[src/rtl/input_vector_pkg.sv]
// Shared types and helpers for the operand vector buffer:
// FSM state encoding, lane slicing and length clamping.
package input_vector_pkg;

  typedef enum logic [1:0] {
    IDLE   = 2'd0,
    STREAM = 2'd1,
    DONE   = 2'd2
  } state_t;

  // Bit offset of channel c inside a packed element tuple.
  function automatic int unsigned lane_lo(
    input int unsigned c,
    input int unsigned w
  );
    return c * w;
  endfunction

  // Requested stream length limited to the storage depth.
  function automatic int unsigned clamp_len(
    input int unsigned req,
    input int unsigned max
  );
    return (req > max) ? max : req;
  endfunction

endpackage

[src/rtl/input_vector_bank.sv]
// One bank of operand storage: NUM_CH x MAX_LEN x DATA_WIDTH registers.
// Ports: clk; we/waddr/wdata write port (all channels); raddr/rdata async read.
module input_vector_bank
  import input_vector_pkg::*;
#(
  parameter int DATA_WIDTH = 8,
  parameter int NUM_CH     = 2,
  parameter int MAX_LEN    = 16,
  parameter int ADDR_WIDTH = $clog2(MAX_LEN)
) (
  input  logic                         clk,
  input  logic                         we,
  input  logic [ADDR_WIDTH-1:0]        waddr,
  input  logic [NUM_CH*DATA_WIDTH-1:0] wdata,
  input  logic [ADDR_WIDTH-1:0]        raddr,
  output logic [NUM_CH*DATA_WIDTH-1:0] rdata
);

  localparam int LW = ADDR_WIDTH + 1;
  localparam logic [ADDR_WIDTH:0] DEPTH = LW'(MAX_LEN);

  logic [DATA_WIDTH-1:0] mem [NUM_CH][MAX_LEN];
  logic                  in_range;

  // Out-of-range addresses only exist when MAX_LEN is not a power of two.
  assign in_range = {1'b0, waddr} < DEPTH;

  always_ff @(posedge clk) begin
    if (we && in_range) begin
      for (int c = 0; c < NUM_CH; c++) begin
        mem[c][waddr] <=
          wdata[lane_lo(c, DATA_WIDTH) +: DATA_WIDTH];
      end
    end
  end

  always_comb begin
    rdata = '0;
    for (int c = 0; c < NUM_CH; c++) begin
      rdata[lane_lo(c, DATA_WIDTH) +: DATA_WIDTH] =
        mem[c][raddr];
    end
  end

endmodule

[src/rtl/input_vector_buffer.sv]
// Operand vector buffer: stores NUM_CH vectors and streams vec_len
// lock-step element tuples over valid/ready after a start pulse.
// Ports: clk, rst (sync, active-high); wr_en/wr_addr/wr_data write;
// vec_len/start/busy/done control; out_valid/out_ready/out_data/
// out_idx/out_last stream.
// Macro INPUT_VECTOR_BUFFER_PINGPONG_EN: two banks, writes go to
// wr_bank (even while busy), each accepted start streams that bank
// and flips wr_bank so the next vector loads alongside the stream.
module input_vector_buffer
  import input_vector_pkg::*;
#(
  parameter int DATA_WIDTH = 8,
  parameter int NUM_CH     = 2,
  parameter int MAX_LEN    = 16,
  parameter int ADDR_WIDTH = $clog2(MAX_LEN)
) (
  input  logic                         clk,
  input  logic                         rst,
  input  logic                         wr_en,
  input  logic [ADDR_WIDTH-1:0]        wr_addr,
  input  logic [NUM_CH*DATA_WIDTH-1:0] wr_data,
  input  logic [ADDR_WIDTH:0]          vec_len,
  input  logic                         start,
  output logic                         busy,
  output logic                         done,
  output logic                         out_valid,
  input  logic                         out_ready,
  output logic [NUM_CH*DATA_WIDTH-1:0] out_data,
  output logic [ADDR_WIDTH-1:0]        out_idx,
  output logic                         out_last
);

  localparam int LW = ADDR_WIDTH + 1;
  localparam int TW = NUM_CH * DATA_WIDTH;

  state_t                state;
  state_t                state_n;
  logic [ADDR_WIDTH:0]   len;
  logic [ADDR_WIDTH:0]   rd_ptr;
  logic [ADDR_WIDTH:0]   len_req;
  logic [ADDR_WIDTH-1:0] rd_addr;
  logic [TW-1:0]         rd_data;
  logic                  start_ok;
  logic                  hs;
  logic                  at_last;

  assign len_req  = LW'(clamp_len(32'(vec_len), MAX_LEN));
  assign start_ok = (state == IDLE) && start;
  assign hs       = out_valid && out_ready;
  assign at_last  = {1'b0, out_idx} == (len - LW'(1));
  assign out_last = out_valid && at_last;
  assign busy     = (state != IDLE);

  // Element 0 is fetched while idle; afterwards the read pointer
  // runs one element ahead of the presented beat.
  assign rd_addr  = (state == IDLE) ? '0
                                    : rd_ptr[ADDR_WIDTH-1:0];

`ifdef INPUT_VECTOR_BUFFER_PINGPONG_EN
  logic          wr_bank;
  logic          rd_bank;
  logic          rd_sel;
  logic [TW-1:0] rd_data0;
  logic [TW-1:0] rd_data1;

  always_ff @(posedge clk) begin
    if (rst) begin
      wr_bank <= 1'b0;
      rd_bank <= 1'b0;
    end else if (start_ok) begin
      rd_bank <= wr_bank;
      wr_bank <= ~wr_bank;
    end
  end

  assign rd_sel  = (state == IDLE) ? wr_bank : rd_bank;
  assign rd_data = rd_sel ? rd_data1 : rd_data0;

  input_vector_bank #(
    .DATA_WIDTH (DATA_WIDTH),
    .NUM_CH     (NUM_CH),
    .MAX_LEN    (MAX_LEN),
    .ADDR_WIDTH (ADDR_WIDTH)
  ) u_bank0 (
    .clk   (clk),
    .we    (wr_en && !wr_bank),
    .waddr (wr_addr),
    .wdata (wr_data),
    .raddr (rd_addr),
    .rdata (rd_data0)
  );

  input_vector_bank #(
    .DATA_WIDTH (DATA_WIDTH),
    .NUM_CH     (NUM_CH),
    .MAX_LEN    (MAX_LEN),
    .ADDR_WIDTH (ADDR_WIDTH)
  ) u_bank1 (
    .clk   (clk),
    .we    (wr_en && wr_bank),
    .waddr (wr_addr),
    .wdata (wr_data),
    .raddr (rd_addr),
    .rdata (rd_data1)
  );
`else
  // Writes are blocked while busy so the streamed snapshot is stable;
  // a write alongside an accepted start still lands (state is IDLE).
  input_vector_bank #(
    .DATA_WIDTH (DATA_WIDTH),
    .NUM_CH     (NUM_CH),
    .MAX_LEN    (MAX_LEN),
    .ADDR_WIDTH (ADDR_WIDTH)
  ) u_bank (
    .clk   (clk),
    .we    (wr_en && !busy),
    .waddr (wr_addr),
    .wdata (wr_data),
    .raddr (rd_addr),
    .rdata (rd_data)
  );
`endif

  always_ff @(posedge clk) begin
    if (rst) state <= IDLE;
    else     state <= state_n;
  end

  always_comb begin
    state_n = state;
    unique case (state)
      IDLE: begin
        if (start) begin
          state_n = (len_req == '0) ? DONE : STREAM;
        end
      end
      STREAM: begin
        if (hs && at_last) state_n = DONE;
      end
      DONE:    state_n = IDLE;
      default: state_n = IDLE;
    endcase
  end

  always_ff @(posedge clk) begin
    if (rst) begin
      len       <= '0;
      rd_ptr    <= '0;
      out_idx   <= '0;
      out_data  <= '0;
      out_valid <= 1'b0;
      done      <= 1'b0;
    end else begin
      done <= (state_n == DONE);
      unique case (state)
        IDLE: begin
          if (start_ok) begin
            len <= len_req;
            if (len_req != '0) begin
              out_data  <= rd_data;
              out_idx   <= '0;
              out_valid <= 1'b1;
              rd_ptr    <= LW'(1);
            end
          end
        end
        STREAM: begin
          if (hs) begin
            if (at_last) begin
              out_valid <= 1'b0;
            end else begin
              out_data <= rd_data;
              out_idx  <= out_idx + ADDR_WIDTH'(1);
              rd_ptr   <= rd_ptr + LW'(1);
            end
          end
        end
        default: ;
      endcase
    end
  end

endmodule

[config.mk]
export PLATFORM = sky130hd
export DESIGN_NAME = input_vector_buffer
export DESIGN_NICKNAME = d
export VERILOG_FILES = /design/src/rtl/input_vector_pkg.sv /design/src/rtl/input_vector_bank.sv /design/src/rtl/input_vector_buffer.sv
export SDC_FILE = /design/constraint.sdc
export NUM_CORES = 1
export LEC_CHECK = 0
export ABC_CLOCK_PERIOD_IN_PS = 3490
export BUFFER_PORTS_ARGS = -buffer_cell sky130_fd_sc_hd__buf_2
export CAP_MARGIN = 10
export CORE_UTILIZATION = 50
export DETAILED_ROUTE_END_ITERATION = 10
export GPL_TIMING_DRIVEN = 0
export PLACE_DENSITY = 0.66
export SLEW_MARGIN = 20
export SYNTH_ARGS = -nofsm -noshare
export SYNTH_HDL_FRONTEND = slang
export SYNTH_SLANG_ARGS = --single-unit
[constraint.sdc]
create_clock -name clk -period 3.49 [get_ports clk]
set_clock_uncertainty 0.2 [all_clocks]
set_input_delay 0 -clock clk [delete_from_list [all_inputs] [get_ports clk]]
set_output_delay 0 -clock clk [all_outputs]
set_load 0.01 [all_outputs]
==> results.tsv <==
stage	metric	value	unit
floorplan	io_pins	54	
drt	routed_wirelength	30200	um
logic_synthesis	avgSynthCellArea	14.4	um2
logic_synthesis	synth_area_leader_cell	edfxtp_1	
min_path	hold_path.startpoint	vec_len[4]	
setup_path	crit_arrival	3520	ps
drt	drtIter0Drc	751	
drt	ant_nets	0	
pwr	switching_share	0.222	
placement	placed_area	12900	um2
global_route	grt_pass1_wl	45500	um
cells_and_area	num_antenna_cells	0	
logic_synthesis	synth_flop_cell	edfxtp_1	
floorplan	core	23400	um2
pwr	pwr-share-clk	0.398	
timing	finalCritPeriodShare	0.946	
floorplan	die_y	156	um
logic_synthesis	yosysUniqueCellTypes	52	
global_route	grt_overflow	0	
drt	viasPerCell	5.87	
floorplan	die_w	156	um
flow_run	drv_cap	0	
drt	drc	0	
timing	fin_crit	3300	ps
pwr	p_per_area	526	nW/um2
setup_path	startpoint	state[1]	
logic_synthesis	synth_top_area_share	0.645	
timing	setup_viol	0	
logic_synthesis	synth_warnings	0	
floorplan	die-area	24500	um2
logic_synthesis	synth_cells	826	
pwr	power_frac_comb	0.084	
global_route	grt_max_degree	17	
timing	slew_violations	0	
placement	place_hpwl	20300	um
pwr	p_switching	1.65	mW
setup_path	cpPeakStageDelay	550	ps
logic_synthesis	yosysSeqAreaShare	0.701	
clocking	numCtsBuffers	29	
setup_path	worstPathRequired	3710	ps
pwr	internal_power	5.78	mW
logic_synthesis	yosysMostFrequentCell	edfxtp_1	
drt	vias	7667	
clocking	h-tree-depth	1	
logic_synthesis	synth_fp_nets	859	
pwr	irDropWorstVdd	424	uV
timing	hold_violations	0	
min_path	hold_class	in -> reg	
clocking	clockRootBuffer	clkbuf_16	
pwr	finalPower	7.43	mW
setup_path	end_kind	register	
setup_path	cp_max_fo	10	
placement	port_buffers	53	
setup_path	crit_type	reg -> reg	
setup_path	cp_cell_sequence	nor2_2 -> buf_2 -> nand2_1 -> nor2_1 -> or3_1 -> dlygate4sd3_1 -> mux2i_1 -> dlygate4sd3_1	
global_route	grt_antenna_before_repair	1	
clocking	clk_latency	540	ps
pwr	seq_power_share	0.519	
cells_and_area	final_nets	998	
clocking	cts_tree	built	
setup_path	r2r_slack	190	ps
global_route	grt_use_total	0.253	
cells_and_area	drive_above_1_share	0.198	
timing	clock.fmax	303	MHz
setup_path	crit_top_cell	dlygate4sd3_1	
timing	slew_headroom	0.472	
global_route	first_global_vias	7508	
logic_synthesis	synth_area_leaders	edfxtp_1 (65%), mux2i_1 (7.1%), dfxtp_1 (5.5%), mux2_2 (2.9%), nor2_1 (2.4%)	
clocking	cts_setup_buffers	0	
timing	rsz0062_at_grt	no	
logic_synthesis	async_flop_share	0	
setup_path	r2r-start	state[1]	
logic_synthesis	synth_commonest_cells	edfxtp_1 (256), mux2i_1 (84), nor2_1 (75), nand2_1 (44), a21oi_1 (37)	
drt	dr.pass1.iters	5	
cells_and_area	fin_area	14100	um2
clocking	path_clk_slew	60	ps
logic_synthesis	syn_area	11900	um2
floorplan	num_rows	56	
clocking	clockBufferDepth	3	
cells_and_area	areaGrowthSynthToFinish	18.5	%
logic_synthesis	ys_ff_latch	289	
setup_path	critPathSlowestCell	dlygate4sd3_1	
drt	wire_per_inst	23.1	um
setup_path	worstSetupStartpointType	register	
pwr	leakage	4.85	nW
logic_synthesis	synth-edff-count	256	
timing	worst_pin_slew	791	ps
floorplan	start_util	0.509	
clocking	clock-sinks	289	
outcome	outcome	finished clean	
placement	gp_congestion	0.853	
[metrics by stage]
step,hold WS [ps],std cells,TNS [ps],worst slack [ps],util
finish,201,1306,0,188,0.603
global route,213,1306,0,106,0.603
CTS,173,1306,0,138,0.603
detailed placement,123,1217,0,396,0.549
global placement,113,1198,-51210,-819,0.538
floorplan,-101,826,0,484,-
[power by group through the flow]
stage	logic, mW	registers [mW]	clock network, mW
2_1_floorplan	0.344	3.93	0
3_3_place_gp	0.559	3.93	0
3_5_place_dp	0.582	3.93	0
4_1_cts	0.613	3.85	2.98
5_1_grt	0.663	3.86	3.11
6_report	0.621	3.85	2.96
[final timing paths]
path	end	cells after the start
min reg2reg	out_data[2]	1
max reg2reg	rd_ptr[2]	8
max	rd_ptr[2]	8
min	len[0]	5
[layer usage]
metal  vias to the layer above  global-route usage  routed length [um]
met3                        61              0.0316                2000
met2                       321               0.413               14400
li1                       3492                   -                   -
met4                         0              0.0864                 871
met5                         -                   0                   0
met1                      3793               0.351               12900
[registers in the layout, indices dropped and copies added, names as in the netlist]
name and flops:
u_bank.mem 256, out_data 16, len 5, out_idx 4, rd_ptr 4, state 2, done 1, out_valid 1
[critical path: cells and delay by family (launching register included)]
kind / cells / cell delay [ps]
mux: 1 / 60
flops: 1 / 360
simple gates: 4 / 1100
buf+inv: 3 / 1470
[timing repair]
| action | 4_1_cts | 5_1_grt |
|---|---|---|
| hold endpoints to repair | 383 | 0 |
| hold buffers | 36 | 0 |
| setup endpoints to repair | 0 | 9 |
| gates resized for setup | 0 | 3 |
[kinds of logic (layout without fill, tap and decap cells)]
kind of cell	after synthesis	after routing	share of synthesized area
flip-flops	289	289	0.701
AO/OA/AOI/OAI	169	169	0.0975
buffers and inverters	59	220	0.0246
multiplexers	115	115	0.0999
AND/OR/NAND/NOR	185	185	0.0699
XOR/XNOR	6	6	0.00441
adder cells (fa/ha/maj)	3	3	0.00315
[area by class of cell]
cell class	instances	area [um2]
Timing Repair Buffer	108	851
Buffer	53	273
Sequential cell	289	8350
Inverter	6	22.5
Clock inverter	12	108
Multi-Input combinational cell	478	3330
Tap cell	319	399
Clock buffer	41	791
Fill cell	1830	9290
[placed cells by master, fill, tap and decap left out, types with 20 or more instances in the layout]
master         instances
a21oi_1               37
a221oi_1              32
buf_2                 73
clkbuf_1              32
clkbuf_16             29
dfxtp_1               33
dlygate4sd3_1         36
edfxtp_1             256
mux2_2                31
mux2i_1               84
nand2_1               44
nand2b_1              21
nand3_1               20
nor2_1                63
o22ai_1               32
Note: power is estimated with default switching activity, not from simulation.
